==> config.mk <==
export PLATFORM = sky130hd
export DESIGN_NAME = decade_counter
export DESIGN_NICKNAME = d
export VERILOG_FILES = /design/src/rtl/decade_counter.sv
export SDC_FILE = /design/constraint.sdc
export NUM_CORES = 1
export LEC_CHECK = 0
export ABC_AREA = 1
export BUFFER_PORTS_ARGS = -buffer_cell sky130_fd_sc_hd__buf_4
export CAP_MARGIN = 10
export CORE_AREA = 2 2 39 41
export CTS_CLUSTER_DIAMETER = 40
export DETAILED_ROUTE_END_ITERATION = 8
export DIE_AREA = 0 0 41 43
export GPL_ROUTABILITY_DRIVEN = 0
export PLACE_DENSITY_LB_ADDON = 0.2
export SLEW_MARGIN = 0
export SYNTH_ARGS = -nofsm -noshare
export SYNTH_HDL_FRONTEND = slang
export SYNTH_SLANG_ARGS = --single-unit
==> constraint.sdc <==
create_clock -name clk -period 1.2 [get_ports clk]
set_input_delay 0.12 -clock clk [delete_from_list [all_inputs] [get_ports clk]]
set_output_delay 0.12 -clock clk [all_outputs]
set_load 0.01 [all_outputs]
==> src/rtl/decade_counter.sv <==
// decade_counter: BCD decade up-counter with enable and combinational terminal count
module decade_counter #(
  parameter int WIDTH   = 4,
  parameter int MAX_VAL = 9
) (
  input  logic             clk,
  input  logic             rst,
  input  logic             en,
  output logic [WIDTH-1:0] count,
  output logic             tc
);
  // >= rather than == so illegal states 10..15 also wrap to 0 on the next enabled edge
  always_ff @(posedge clk)
    if (rst) count <= '0;
    else if (en) count <= (count >= WIDTH'(MAX_VAL)) ? '0 : count + 1'b1;
  assign tc = en && (count == WIDTH'(MAX_VAL));
endmodule

==> results of run 1 <==
## power by group
| part | internal, mW | switching (mW) | leakage (nW) |
|---|---|---|---|
| Sequential | 0.143 | 0.0104 | 0.0337 |
| Combinational | 0.0469 | 0.0400 | 0.132 |
| Clock | 0.112 | 0.0514 | 0.0138 |
## layout make-up
class / instances / area, um^2
clock buffer: 3 / 22.5
fill: 161 / 1000
inverter: 6 / 22.5
multi-input combinational: 24 / 155
sequential: 4 / 85.1
tap: 16 / 20.0
timing repair buffer: 10 / 75.1
## metal layers
metal,share of wire,up-vias,track usage
met1,0.49,105,0.0935
met4,0,0,0.0600
met3,0.041,0,0.0157
met2,0.47,4,0.0844
li1,-,128,-
met5,0,-,0
## cells by family after synthesis
logic type | after synthesis
AND/OR/NAND/NOR | 17
XOR/XNOR | 2
flip-flops | 4
adder cells (fa/ha/maj) | 3
buffers and inverters | 6
AO/OA/AOI/OAI | 2
## through the flow
stage,setup slack [ps],power (mW)
2_1_floorplan,88.5,0.192
3_3_place_gp,139,0.235
3_5_place_dp,131,0.235
4_1_cts,8.02,0.410
5_1_grt,6.34,0.432
6_report,49.2,0.403
## cells in the final DEF (no fill, tap or decap)
| master | count |
|---|---|
| ha_1 | 2 |
| o21ai_0 | 1 |
| nor3b_2 | 1 |
| buf_4 | 10 |
| nor2_1 | 6 |
| xnor2_1 | 1 |
| o21ai_1 | 1 |
| dfxtp_2 | 1 |
| nand2_1 | 8 |
| ha_4 | 1 |
| dfxtp_1 | 2 |
| inv_2 | 1 |
| xor2_1 | 1 |
| inv_1 | 5 |
| dfxtp_4 | 1 |
| nand2_2 | 2 |
| clkbuf_4 | 3 |
## worst min-delay path by stage
stage,start,endpoint,slack [ps],cells past startpoint
2_1_floorplan,en,count[0],280,2
3_3_place_gp,rst,count[0],420,4
3_5_place_dp,rst,count[0],420,4
4_1_cts,rst,count[0],160,4
5_1_grt,rst,count[0],190,4
6_report,rst,count[0],170,4
## critical path, cell delays in order, from the launching register on
cell and delay, ps:
dfxtp_4 360, ha_4 160, nor3b_2 140, buf_4 140
## timing repair
| item | 4_1_cts | 5_1_grt |
|---|---|---|
| resized for setup | 3 | 4 |
| gates cloned | 0 | 0 |
| endpoints found under the setup margin | 1 | 1 |
| buffers inserted | 0 | 0 |
==> results.json, run 1 <==
{
  "remaining_drc_errors": 0,
  "core_area_mm2": 0.00138,
  "synth_top_area_cell": "dfxtp_1",
  "grt_pass1_wl_um": 793,
  "seq_area_frac_synth": 0.333,
  "period_needed_ps": 1150,
  "period_share": 0.959,
  "synth_area_leaders": "dfxtp_1 33%, ha_1 16%, nand2_1 13%",
  "die_area_mm2": 0.00176,
  "synth_top_family_by_area": "simple AND/OR/NAND/NOR gates",
  "async_flop_share": 0,
  "syn_inst": 34,
  "required_ps": 1080,
  "track_usage": 0.0683,
  "cts_made_buffers": 3,
  "synth-seq-cells": 4,
  "fin_cells": 63,
  "fin_skew_ps": 4.41,
  "power_density_mw_per_mm2": 1060,
  "path_clk_slew_ps": 40,
  "ys.flop_type": "dfxtp_1",
  "startpoint_type": "flop",
  "grt_pass1_vias": 214,
  "die_w_um": 41,
  "drt-initial-drc-count": 3,
  "dp.cells": 60,
  "drtPass1Iterations": 2,
  "die_y_um": 43,
  "drv_slew": 0,
  "endpoint": "tc",
  "start_util": 0.174,
  "status": "finished, final reports clean",
  "irDropWorstVdd_uv": 361,
  "worstMarginPinSlew_ps": 212,
  "r2r_slack_ps": 130,
  "cts_tree": "done",
  "cts.path.max_buffers": 2,
  "overflow": 0,
  "maxCapViolCount": 0,
  "synth_cell_types": 11,
  "hold_buffers": 0,
  "reg2reg_to": "count[2]",
  "regToRegStartpoint": "count[0]",
  "rows": 14,
  "hold_viol_final": 0,
  "synthTopCellsByCount": "8 x nand2_1, 6 x inv_1, 6 x nor2_1",
  "syn-cell-area_um2": 240,
  "routed_wl_um": 515,
  "synth_top_area_frac": 0.333,
  "synth-compound-area-share": 0.0417,
  "viasPerCell": 3.76,
  "nets": 55,
  "crit_arrival_ps": 1030,
  "wire_per_inst_um": 8.17,
  "path_max_fanout": 4,
  "dp_hpwl_um": 408,
  "top_register": "count",
  "synth.most_common_cell": "nand2_1",
  "reg2reg_depth": 5,
  "largest_register_ffs": 4,
  "ios": 8,
  "fmax_ghz": 0.869,
  "reg.largest.list": "count (4)",
  "post_dp_cell_area_um2": 335,
  "ant_nets": 0,
  "setup_viol": 0,
  "numPortBuffers": 7,
  "critical_path_class": "reg2out",
  "fin_tns_setup_ps": 0,
  "rsz0062_at_grt": "false",
  "drive_gt1_frac": 0.426,
  "insertion_delay_ps": 230,
  "vias": 237,
  "syn2layout_area_growth_pct": 58.3,
  "syn-num-nets": 40,
  "utilization": 0.275,
  "avgSynthCellArea_um2": 7.07,
  "htreeDepth": 1,
  "grt_max_degree": 7,
  "crit_start": "count[0]",
  "whs_ps": 165,
  "crit_path_end_kind": "primary output",
  "design_area_um2": 380,
  "relSlewSlack": 0.859,
  "synth_fa_ha_area_frac": 0.156,
  "worstHoldPathType": "in2reg",
  "cts-root-buf": "clkbuf_4",
  "n_antenna_cell": 0,
  "yosys.area_share.simple": 0.302,
  "cts.sinks": 4,
  "synth_edf_count": 0,
  "synth_xor_area_frac": 0.0729,
  "p_leak_nw": 0.180,
  "ys.warnings.count": 0,
  "synthMuxAreaShare": 0,
  "antenna_found_initial": 0
}
Power figures use the tool's default switching activity.
==> inputs of run 2 (changes only) <==
MAX_ROUTING_LAYER = met4   (was default)
==> run 2 against run 1 <==
  * Critical path depth unchanged
  * Design area stayed put
  * Worst hold slack is essentially flat
  * Register-to-register slack hardly changed
  * Setup slack worse by 0.89 ps
  * Global-route usage rose by 0.17 points
  * Sequential power barely moved
  * Sequential cell count is the same
  * Non-clock buffer count stayed put
  * Critical endpoint unchanged
  * Largest power group unchanged
==> results.json, run 2 (synthesized netlist as in run 1, its figures left out) <==
{
  "status": "finished, final reports clean",
  "dp_hpwl_um": 408,
  "hold_buffers": 0,
  "path_cells": "ha_4 > nor3b_2 > buf_4",
  "p_leak_nw": 0.180,
  "power_density_mw_per_mm2": 1060,
  "required_ps": 1080,
  "cpMaxStageDelayCell": "dfxtp_4",
  "drt-initial-drc-count": 2,
  "drive_gt1_frac": 0.426,
  "track_usage": 0.0700,
  "fmax_ghz": 0.868,
  "maxCapViolCount": 0,
  "ios": 8,
  "htreeDepth": 1,
  "overflow": 0,
  "setup_viol": 0,
  "rows": 14,
  "crit_arrival_ps": 1030,
  "fin_tns_setup_ps": 0,
  "path_max_fanout": 4,
  "cts-root-buf": "clkbuf_4",
  "nets": 55,
  "die_area_mm2": 0.00176,
  "cts_tree": "done",
  "remaining_drc_errors": 0,
  "grt_pass1_vias": 213,
  "rsz0062_at_grt": "false",
  "cts_made_buffers": 3,
  "mostFrequentLayoutCell": "buf_4",
  "die_y_um": 43,
  "syn2layout_area_growth_pct": 58.3,
  "ant_nets": 0,
  "drtPass1Iterations": 2,
  "core_area_mm2": 0.00138,
  "routed.top_layer": "met4",
  "reg.largest.list": "count (4)",
  "relSlewSlack": 0.860,
  "vias": 242,
  "routed_wl_um": 513,
  "met1Wirelength_um": 245,
  "critPathTopFamily": "flip-flops",
  "period_needed_ps": 1150,
  "wire_per_inst_um": 8.14,
  "start_util": 0.174,
  "irDropWorstVdd_uv": 361,
  "crit_path_end_kind": "primary output",
  "fin_skew_ps": 4.19,
  "n_fill_cell": 161,
  "postCtsSetupRepairBufs": 0,
  "cts.sinks": 4,
  "n_antenna_cell": 0,
  "critical_path_class": "reg2out",
  "wl_met2_um": 232,
  "grt_max_degree": 7,
  "wl_met3_um": 27,
  "final_cell_mix": "10 x buf_4, 8 x nand2_1, 6 x nor2_1",
  "worstMarginPinSlew_ps": 210,
  "top_register": "count",
  "numPortBuffers": 7,
  "insertion_delay_ps": 230,
  "drv_slew": 0,
  "period_share": 0.960,
  "path_clk_slew_ps": 40,
  "cp_num_buf_inv": 1,
  "worstHoldPathType": "in2reg",
  "critical_path.max_stage_delay_ps": 360,
  "grt_pass1_wl_um": 793,
  "startpoint_type": "flop",
  "p_total_mw": 0.404,
  "largest_register_ffs": 4,
  "antenna_found_initial": 0,
  "die_w_um": 41,
  "hold_viol_final": 0,
  "cts.path.max_buffers": 2,
  "viasPerCell": 3.84
}
## run 2: power by group
part           internal, mW  total, mW  switching [mW]
combinational        0.0469     0.0871          0.0402
clock                 0.112      0.164          0.0524
sequential            0.143      0.153          0.0104
## run 2: worst min-delay path, stage by stage
cell and delay [ps]:
buf_4 70, inv_1 30, nand2_2 90, nor2_1 40
## run 2: final timing paths
kind            start        to  slack (ps)  cells after the start
max          count[0]        tc          50                      3
min               rst  count[0]         170                      4
max reg2reg  count[0]  count[2]         130                      5
min reg2reg  count[3]  count[3]         550                      3
## run 2: per-stage QoR
stage | area (um^2) | util | hold WS (ps) | cells | setup slack, ps
2_1_floorplan | 240 | - | 283 | 34 | 88.5
3_3_place_gp | 335 | 0.242 | 425 | 60 | 139
3_5_place_dp | 335 | 0.242 | 418 | 60 | 131
4_1_cts | 365 | 0.264 | 162 | 63 | 8.02
5_1_grt | 380 | 0.275 | 193 | 63 | 6.34
6_report | 380 | 0.275 | 165 | 63 | 48.3
## run 2: area by class of cell
type	count	area (um^2)	share of cell area
Tap cell	16	20.0	0.0526
Inverter	6	22.5	0.0592
Sequential cell	4	85.1	0.224
Clock buffer	3	22.5	0.0592
Timing Repair Buffer	10	75.1	0.197
Multi-Input combinational cell	24	155	0.408
## run 2: repair_timing
item / 4_1_cts / 5_1_grt
resized for setup: 3 / 4
setup endpoints to repair: 1 / 1
gates cloned: 0 / 0
## run 2: routing by layer
metal | GRT usage | vias to the layer above
met5 | - | -
met4 | 0.0600 | 0
met3 | 0.0157 | 2
met2 | 0.0844 | 6
met1 | 0.0935 | 105
li1 | - | 129
